[src/rtl/mixer_sequencer_pkg.sv]
// Shared types and constants for the mixer sample sequencer.
// Imported by the sequencer top and its wait timer.
package mixer_sequencer_pkg;

  typedef enum logic [2:0] {
    SEQ_IDLE,
    SEQ_IN_REQ,
    SEQ_PIPE_WAIT,
    SEQ_OUT_REQ,
    SEQ_EMIT
  } seq_state_t;

  localparam int DEFAULT_TIMEOUT_CYCLES = 1024;
  localparam int OVERRUN_WIDTH = 8;

endpackage

[src/rtl/mixer_sequencer_wait_timer.sv]
// Wait-state watchdog: counts enabled cycles since the last clear
// and holds expired once the terminal count is reached.
module wait_timer
  import mixer_sequencer_pkg::*;
#(
  parameter int timeout_cycles = DEFAULT_TIMEOUT_CYCLES
) (
  input  logic clk,
  input  logic reset,
  input  logic clear,
  input  logic enable,
  output logic expired
);

  localparam int W = $clog2(timeout_cycles + 1);
  localparam logic [W-1:0] TERM = W'(timeout_cycles);

  logic [W-1:0] count;

  always_ff @(posedge clk) begin
    if (reset) begin
      count <= '0;
    end else if (clear) begin
      count <= '0;
    end else if (enable && !expired) begin
      count <= count + 1'b1;
    end
  end

  assign expired = (count == TERM);

endmodule

[src/rtl/mixer_sequencer.sv]
// Codec-side scheduler for the mixer: input gain, effect pipelines,
// crossfade/output gain, DAC emit, with overrun and stall recovery.
module mixer_sequencer
  import mixer_sequencer_pkg::*;
#(
  parameter int data_width     = 16,
  parameter int timeout_cycles = DEFAULT_TIMEOUT_CYCLES
) (
  input  logic                     clk,
  input  logic                     reset,
  input  logic                     sample_tick,
  input  logic [data_width-1:0]    adc_sample,
  output logic [data_width-1:0]    dac_sample,
  output logic                     dac_sample_valid,
  output logic [data_width-1:0]    mix_in_sample,
  output logic                     mix_in_valid,
  input  logic                     mix_in_ready,
  input  logic [data_width-1:0]    mix_in_gained,
  output logic [data_width-1:0]    pipe_sample,
  output logic                     pipe_sample_valid,
  input  logic [data_width-1:0]    pipe_a_sample,
  input  logic [data_width-1:0]    pipe_b_sample,
  input  logic                     pipe_a_ready,
  input  logic                     pipe_b_ready,
  output logic [data_width-1:0]    mix_out_a,
  output logic [data_width-1:0]    mix_out_b,
  output logic                     mix_out_valid,
  input  logic                     mix_out_ready,
  input  logic [data_width-1:0]    mix_out_sample,
  output logic [OVERRUN_WIDTH-1:0] overrun_count,
  output logic                     timeout_flag
);

  typedef logic [data_width-1:0] smp_t;

  seq_state_t state, state_n;

  smp_t dac_n, in_smp_n, pipe_n;
  smp_t out_a_n, out_b_n;
  smp_t a_lat, b_lat, a_lat_n, b_lat_n;
  smp_t a_val, b_val;
  logic a_got, b_got, a_got_n, b_got_n;
  logic a_hit, b_hit;
  logic dac_v_n, in_v_n, pipe_v_n, out_v_n;
  logic tflag_n;
  logic [OVERRUN_WIDTH-1:0] ovr_n;

  logic t_clear, t_enable, expired;

  assign t_clear  = (state_n != state);
  assign t_enable = (state == SEQ_IN_REQ)
                 || (state == SEQ_PIPE_WAIT)
                 || (state == SEQ_OUT_REQ);

  wait_timer #(
    .timeout_cycles(timeout_cycles)
  ) u_timer (
    .clk    (clk),
    .reset  (reset),
    .clear  (t_clear),
    .enable (t_enable),
    .expired(expired)
  );

  // A pulse in the current cycle counts as received immediately.
  assign a_hit = a_got | pipe_a_ready;
  assign b_hit = b_got | pipe_b_ready;
  assign a_val = pipe_a_ready ? pipe_a_sample : a_lat;
  assign b_val = pipe_b_ready ? pipe_b_sample : b_lat;

  always_comb begin
    state_n  = state;
    dac_n    = dac_sample;
    dac_v_n  = 1'b0;
    in_smp_n = mix_in_sample;
    in_v_n   = mix_in_valid;
    pipe_n   = pipe_sample;
    pipe_v_n = 1'b0;
    out_a_n  = mix_out_a;
    out_b_n  = mix_out_b;
    out_v_n  = mix_out_valid;
    a_lat_n  = a_lat;
    b_lat_n  = b_lat;
    a_got_n  = a_got;
    b_got_n  = b_got;
    tflag_n  = timeout_flag;
    ovr_n    = overrun_count;

    unique case (state)
      SEQ_IDLE: begin
        if (sample_tick) begin
          in_smp_n = adc_sample;
          in_v_n   = 1'b1;
          state_n  = SEQ_IN_REQ;
        end
      end
      SEQ_IN_REQ: begin
        if (mix_in_ready) begin
          in_v_n   = 1'b0;
          pipe_n   = mix_in_gained;
          pipe_v_n = 1'b1;
          a_got_n  = 1'b0;
          b_got_n  = 1'b0;
          state_n  = SEQ_PIPE_WAIT;
        end else if (expired) begin
          in_v_n   = 1'b0;
          tflag_n  = 1'b1;
          dac_v_n  = 1'b1;
          state_n  = SEQ_EMIT;
        end
      end
      SEQ_PIPE_WAIT: begin
        a_lat_n = a_val;
        b_lat_n = b_val;
        a_got_n = a_hit;
        b_got_n = b_hit;
        if ((a_hit && b_hit) || expired) begin
          out_a_n = a_hit ? a_val : '0;
          out_b_n = b_hit ? b_val : '0;
          out_v_n = 1'b1;
          state_n = SEQ_OUT_REQ;
          if (!(a_hit && b_hit)) tflag_n = 1'b1;
        end
      end
      SEQ_OUT_REQ: begin
        if (mix_out_ready) begin
          out_v_n = 1'b0;
          dac_n   = mix_out_sample;
          dac_v_n = 1'b1;
          state_n = SEQ_EMIT;
        end else if (expired) begin
          out_v_n = 1'b0;
          tflag_n = 1'b1;
          dac_v_n = 1'b1;
          state_n = SEQ_EMIT;
        end
      end
      SEQ_EMIT: begin
        state_n = SEQ_IDLE;
      end
      default: begin
        state_n = SEQ_IDLE;
      end
    endcase

    if (sample_tick && state != SEQ_IDLE
        && overrun_count != '1) begin
      ovr_n = overrun_count + 1'b1;
    end
  end

  always_ff @(posedge clk) begin
    if (reset) begin
      state             <= SEQ_IDLE;
      dac_sample        <= '0;
      dac_sample_valid  <= 1'b0;
      mix_in_sample     <= '0;
      mix_in_valid      <= 1'b0;
      pipe_sample       <= '0;
      pipe_sample_valid <= 1'b0;
      mix_out_a         <= '0;
      mix_out_b         <= '0;
      mix_out_valid     <= 1'b0;
      a_lat             <= '0;
      b_lat             <= '0;
      a_got             <= 1'b0;
      b_got             <= 1'b0;
      overrun_count     <= '0;
      timeout_flag      <= 1'b0;
    end else begin
      state             <= state_n;
      dac_sample        <= dac_n;
      dac_sample_valid  <= dac_v_n;
      mix_in_sample     <= in_smp_n;
      mix_in_valid      <= in_v_n;
      pipe_sample       <= pipe_n;
      pipe_sample_valid <= pipe_v_n;
      mix_out_a         <= out_a_n;
      mix_out_b         <= out_b_n;
      mix_out_valid     <= out_v_n;
      a_lat             <= a_lat_n;
      b_lat             <= b_lat_n;
      a_got             <= a_got_n;
      b_got             <= b_got_n;
      overrun_count     <= ovr_n;
      timeout_flag      <= tflag_n;
    end
  end

endmodule

[config.mk]
export PLATFORM = sky130hd
export DESIGN_NAME = mixer_sequencer
export DESIGN_NICKNAME = d
export VERILOG_FILES = /design/src/rtl/mixer_sequencer_pkg.sv /design/src/rtl/mixer_sequencer_wait_timer.sv /design/src/rtl/mixer_sequencer.sv
export SDC_FILE = /design/constraint.sdc
export NUM_CORES = 1
export LEC_CHECK = 0
export CORE_ASPECT_RATIO = 0.8
export CORE_MARGIN = 2
export CORE_UTILIZATION = 63
export DETAILED_ROUTE_END_ITERATION = 8
export DONT_BUFFER_PORTS = 1
export GPL_TIMING_DRIVEN = 0
export PLACE_DENSITY_LB_ADDON = 0.08
export SLEW_MARGIN = 15
export SYNTH_ARGS = -nofsm -noshare
export SYNTH_HDL_FRONTEND = slang
export SYNTH_SLANG_ARGS = --single-unit
[constraint.sdc]
create_clock -name clk -period 2.1 [get_ports clk]
set_clock_uncertainty 0.15 [all_clocks]
set_input_delay 0.315 -clock clk [delete_from_list [all_inputs] [get_ports clk]]
set_output_delay 0.315 -clock clk [all_outputs]
set_load 0.1 [all_outputs]
; After elaboration in Yosys (flattened, before gate mapping)
; Index checks and enable logic that the tools add are counted.
[totals]
ff_bits = 141
in_bits = 87
output_inout_bits = 93
[op_classes]
n_addsub = 2
n_eq_ne = 14
n_mux = 31
bitwise_logic = 3
n_reduce_logical = 24
[op_table]
columns = op, count
row1 = two-way mux 16 bit, 4
row2 = two-way mux 1 bit, 15
row3 = two-way mux 3 bit, 5
row4 = case mux 3 bit (4 select lines), 1
row5 = "adder 11 x 1 -> 11 bit, second input constant", 1
row6 = "equality test 11 bit, second input constant", 1
row7 = "inequality test 2 bit, second input constant", 5
row8 = case mux 1 bit (2 select lines), 5
row9 = AND reduction 2 bit, 5
row10 = "adder 8 x 1 -> 8 bit, second input constant", 1
row11 = "inequality test 8 bit, second input constant", 1
row12 = "equality test 3 x 2 -> 1 bit, second input constant", 2
row13 = "inequality test 3 bit, second input constant", 2
row14 = AND reduction 3 bit, 2
row15 = nonzero test 2 bit, 3
row16 = nonzero test 3 bit, 2
row17 = AND reduction 5 bit, 1
row18 = logical AND 1 bit, 4
row19 = OR reduction 2 bit, 2
row20 = "equality test 3 x 1 -> 1 bit, second input constant", 1
row21 = logical NOT 3 bit, 1
row22 = logical OR 1 bit, 3
row23 = inequality test 3 bit, 1
row24 = case mux 1 bit (3 select lines), 1
row25 = other kinds (4), 5

; Logic depth before layout (Yosys ltp)
[depth]
word_depth = 7
mapped_depth = 7
depth_no_buf = 6

; Cells and area by module
; From an unflattened synthesis, not the netlist that was laid out.
[hier_totals]
hier_cells = 740
area_unflattened_um2 = 5923.2
[modules_own_cells]
columns = module, instances, cells_each, area_each_um2, seq_area_each_um2
row1 = mixer_sequencer, 1, 669, 5311.3, 2602.5
row2 = wait_timer, 1, 71, 611.8, 220.2

; Least setup slack after synthesis
; No wires, ideal clock.
[synth_path]
path_kind = register to register
from = reg overrun_count[0]
to = reg overrun_count[7]
t_arrival_ns = 2.176
t_required_ns = 1.829
slack_ns = -0.347
path_stages_with_launch = 7
n_path_buf = 1
period_less_slack_ns = 2.447
cell_sequence = dfxtp_1 -> ha_1 -> nand3_1 -> o21ai_0 -> buf_2 -> nor4_1 -> mux2_2
[synth_between]
elab_chain_len = 2
word_cells_on_any_way = 3
classes_between = add/sub: 1 / eq/ne: 1 / reduce/logical: 1
[synth_lines]
columns = item, line_no
row1 = "start, declared", mixer_sequencer.sv:30  ; output logic [OVERRUN_WIDTH-1:0] overrun_count,
row2 = "start signal, assigned", mixer_sequencer.sv:185  ; overrun_count <= ovr_n;
row3 = branches (longest 2 deep; another with adder 8 x 1 -> 8 bit), -
; Parallel ways; which one is timed is not known.
; A chain may end at the register's enable or synchronous reset.

; Worst setup path after layout
[layout_path]
from = reg u_timer.count[0]
to = reg u_timer.count[0]
[layout_between]
elab_chain_len = 6
word_cells_on_any_way = 12
classes_between = add/sub: 1 / eq/ne: 2 / mux: 5 / reduce/logical: 4
[layout_lines]
columns = item, line_no
row1 = "start, declared", mixer_sequencer_wait_timer.sv:18  ; logic [W-1:0] count;
row2 = "start signal, assigned", mixer_sequencer_wait_timer.sv:26  ; count <= count + 1'b1;
row3 = equality test 11 bit, mixer_sequencer_wait_timer.sv:30  ; assign expired = (count == TERM);
row4 = two-way mux 3 bit / logical OR 1 bit (equally long branches), "mixer_sequencer.sv:105, mixer_sequencer.sv:131, mixer_sequencer.sv:117"
row5 = two-way mux 3 bit (on tied branches), "mixer_sequencer.sv:126, mixer_sequencer.sv:98, mixer_sequencer.sv:117"
row6 = case mux 3 bit (4 select lines), mixer_sequencer.sv:89  ; unique case (state)
row7 = inequality test 3 bit, mixer_sequencer.sv:50  ; assign t_clear = (state_n != state);
row8 = OR reduction 2 bit (no source line), -
; Parallel ways exist; a longest one is shown, timed or not.

==> results.md <==
- RSZ-0062 raised after global routing: true
- Starting Density: 0.648
- Die W: ~110 um
- Worst-skew pair later-pin latency: around 420 ps
- Placed instance area: 6010 um2
- Combinational power share: 0.091
- RR Startpoint: u_timer.count[0]
- Initial drt markers: around 460
- Pint: 4.93 mW
- Total Nets Final: between 900 and 1000
- Worst Hold Class: input port to register
- Worst setup margin: -50.4 ps
- Synth-to-layout area growth: 30.5%
- Period minus WS final: roughly 2200 ps
- Cell mode on critical path: buf_4
- Max-Cap Viols: 0
- I/O pins: between 150 and 200
- Yosys Warn Count: 0
- Mapped Cells: approximately 730
- Vias in the first global route: around 5900
- Delay of the slowest critical-path stage: 360 ps
- All-layer global routing usage: 0.359
- Status: finished with violations
- Layout cells sized above 1: 0.111
- Synthesized area: a little under 6000 um2
- DRC Markers: 0
- Reg-to-reg endpoint: u_timer.count[0]
- Slew @ Worst Pin: roughly 1000 ps
- Fillers: 491
- Worst-path clk slew: around 60 ps
- HPWL Detailed: about 11000 um
- Clock share of power: 0.441
- Setup TNS: -50.4 ps
- Synthesized Nets: 822
- Vias per inst: between 6 and 7
- R2r worst-path depth: 9
- Mean area per synthesized cell: ~8 um2
- Pre-antenna DRT Iters: 6
- Pwr per Cell Area: between 900 and 1000 nW/um2
- Largest net degree at the start of global routing: 17
- Endpoints failing setup: 1
- Maximum vdd drop: approximately 0.0008 V
- Core area: 9040 um2
- Grt ovf: 0
- Initial antenna violation count: 0
- Critical path type: register to register
- TritonCTS Buffers: 17
- Total number of vias: roughly 6000
- Critical path capture point type: register
- Yosys cell types: 42
- TritonCTS clock tree: done
- Failing checks: setup timing
- DR WL/cell: around 19 um
- Post-route ant nets: 0
- Clk buf depth: 2
- Final wirelength: about 19000 um
- Fmax: 465 MHz
- Port bufs: 0
- CP startpoint kind: register
- Num rows: 31
- Tcrit/Tclk final: 1.02
- Final GP Congestion: about 0.88
- Sw Share: 0.290
- Crit path DAT: roughly 2300 ps
- Hold Path Stages: 2
- Die ar.: between 10000 and 15000 um2
- Register bit total from synthesis: 141
- Fin area: around 7600 um2
- Net switching power: around 2.0 mW
- First-pass GRT wire length: a little under 30000 um
- Relative slew slack: 0.309
- Min-delay src: mix_in_ready
- Hold endpoint: dac_sample_valid
- DIE HEIGHT: about 90 um
- Clk sinks: 141
- Sequential Power Share: 0.469
- Final Hold Viols: 0
- Htree depth: 4
- Cell Chain, Critical Path: inv_2 > ha_4 > nor4b_4 > buf_4 > buf_4 > a31oi_4 > o21ai_1 > buf_2 > nor3_1
- Crit path max fanout: 10
- FF-to-FF setup slack: -50 ps
- CP required: ~2300 ps
- Ant. Diodes: 0
- CP max-delay cell: dfxtp_4
- Root buf cell: clkbuf_16
- Sequential fraction of the synthesis area: 0.482
- Final Max Tran Viols: 0
- Leakage: between 3 and 4 nW
cell usage after synthesis:
master	count	area (um2)
nor4_1	3	18.8
or3_1	36	225
or3b_1	1	8.76
nor2_2	1	6.26
mux2i_1	3	30.0
nor3b_1	2	15.0
o21ba_2	1	10.0
o31ai_1	3	22.5
a31oi_1	2	12.5
inv_1	7	26.3
xor2_1	2	17.5
o21a_1	3	22.5
a31oi_2	1	12.5
clkbuf_2	3	15.0
o22a_1	1	8.76
a2bb2oi_1	1	8.76
inv_2	1	3.75
nand2b_1	2	12.5
nand3_1	8	40.0
dfxtp_1	141	2820
o31a_1	1	8.76
o21bai_1	1	7.51
nand4_1	5	31.3
buf_2	16	80.1
and3_1	3	18.8
nor2b_1	2	12.5
a21oi_1	87	435
nand2_1	234	878
a211oi_1	1	7.51
clkbuf_1	38	143
mux2_2	1	11.3
ha_1	3	37.5
nor4b_4	2	47.6
nor2_1	11	41.3
o221a_2	1	11.3
o21ai_0	37	185
xnor2_1	8	70.1
nor3_1	16	80.1
or4_1	3	22.5
buf_4	1	7.51
o211a_1	35	350
and2_1	4	25.0
area by class of cell:
| class | instances | area, um2 | share of cell area |
|---|---|---|---|
| plain buffers | 55 | 269 | 0.0352 |
| clock buffers | 23 | 498 | 0.0652 |
| clock inverters | 9 | 109 | 0.0143 |
| inverters | 8 | 30.0 | 0.00393 |
| multi-input cells | 526 | 2840 | 0.372 |
| flip-flops and latches | 141 | 2860 | 0.374 |
| well taps | 115 | 144 | 0.0188 |
| repair buffers | 92 | 893 | 0.117 |
layer usage:
| layer | track usage | up-vias | wire length [um] |
|---|---|---|---|
| met3 | 0.109 | 58 | 1740 |
| met4 | 0.139 | 0 | 516 |
| li1 | - | 2707 | - |
| met1 | 0.436 | 2876 | 7070 |
| met5 | 0 | - | 0 |
| met2 | 0.601 | 348 | 9320 |
layout by cell type (no fill, tap or decap), types with 8 or more instances in the layout:
| cell | instances |
|---|---|
| nand2_1 | 234 |
| xnor2_1 | 8 |
| or3_1 | 35 |
| nor3_1 | 16 |
| nor2_1 | 10 |
| buf_2 | 19 |
| dfxtp_4 | 8 |
| dlygate4sd3_1 | 82 |
| buf_4 | 9 |
| dfxtp_1 | 131 |
| clkbuf_16 | 17 |
| clkbuf_1 | 31 |
| o211a_1 | 35 |
| a21oi_1 | 87 |
| o21ai_0 | 35 |
through the flow:
stage                     total power, mW  hold slack [ps]  instances  utilization  setup slack (ps)
after global placement               3.71              291        847        0.665              -110
final                                6.94             19.2        969        0.845             -50.4
after detailed placement             3.73              296        847        0.665              -182
after floorplan                      3.61              286        732            -              32.8
after CTS                            6.86             20.1        963        0.830             -3.38
after global routing                 7.11             31.4        969        0.845              -129
power by group through the flow:
stage               Sequential (mW)  Combinational [mW]  Clock, mW
floorplan                      3.29               0.318          0
global placement               3.30               0.404          0
detailed placement             3.31               0.418          0
CTS                            3.25               0.569       3.04
global route                   3.26               0.679       3.17
finish                         3.25               0.630       3.06
kinds of logic after synthesis:
kind of cell,share of synthesized area
fa+ha+maj,0.00642
buf+inv,0.0470
xor+xnor,0.0150
mux,0.00706
simple gates,0.254
compound gates,0.189
flops,0.482
worst max-delay path by stage:
stage,start,endpoint,slack (ps),cells past startpoint
2_1_floorplan,overrun_count[0],overrun_count[7],30,6
3_3_place_gp,overrun_count[0],overrun_count[7],-110,6
3_5_place_dp,overrun_count[0],overrun_count[7],-180,6
4_1_cts,u_timer.count[0],mix_out_a[7],-3,7
5_1_grt,u_timer.count[0],u_timer.count[0],-130,9
6_report,u_timer.count[0],u_timer.count[0],-50,9
registers in the layout, summed over array words and instances (netlist names):
signal and count:
a_lat 16, b_lat 16, dac_sample 16, mix_in_sample 16
mix_out_a 16, mix_out_b 16, pipe_sample 16, u_timer.count 11
overrun_count 8, state 3, a_got 1, b_got 1
dac_sample_valid 1, mix_in_valid 1, mix_out_valid 1, pipe_sample_valid 1
timeout_flag 1
repair_timing:
item	in CTS	in global routing
gates resized for setup	18	32
endpoints found under the setup margin	49	61
pin swaps	1	4
gates cloned	1	2
hold buffers	82	0
setup buffers	1	7
hold endpoints to repair	82	0
critical path, delay by kind of cell, from the launching register on:
kind / cells / cell delay, ps
compound gates: 2 / 400
fa+ha+maj: 1 / 150
buf+inv: 4 / 580
flops: 1 / 360
simple gates: 2 / 390
Note: power is estimated with default switching activity, not from simulation.
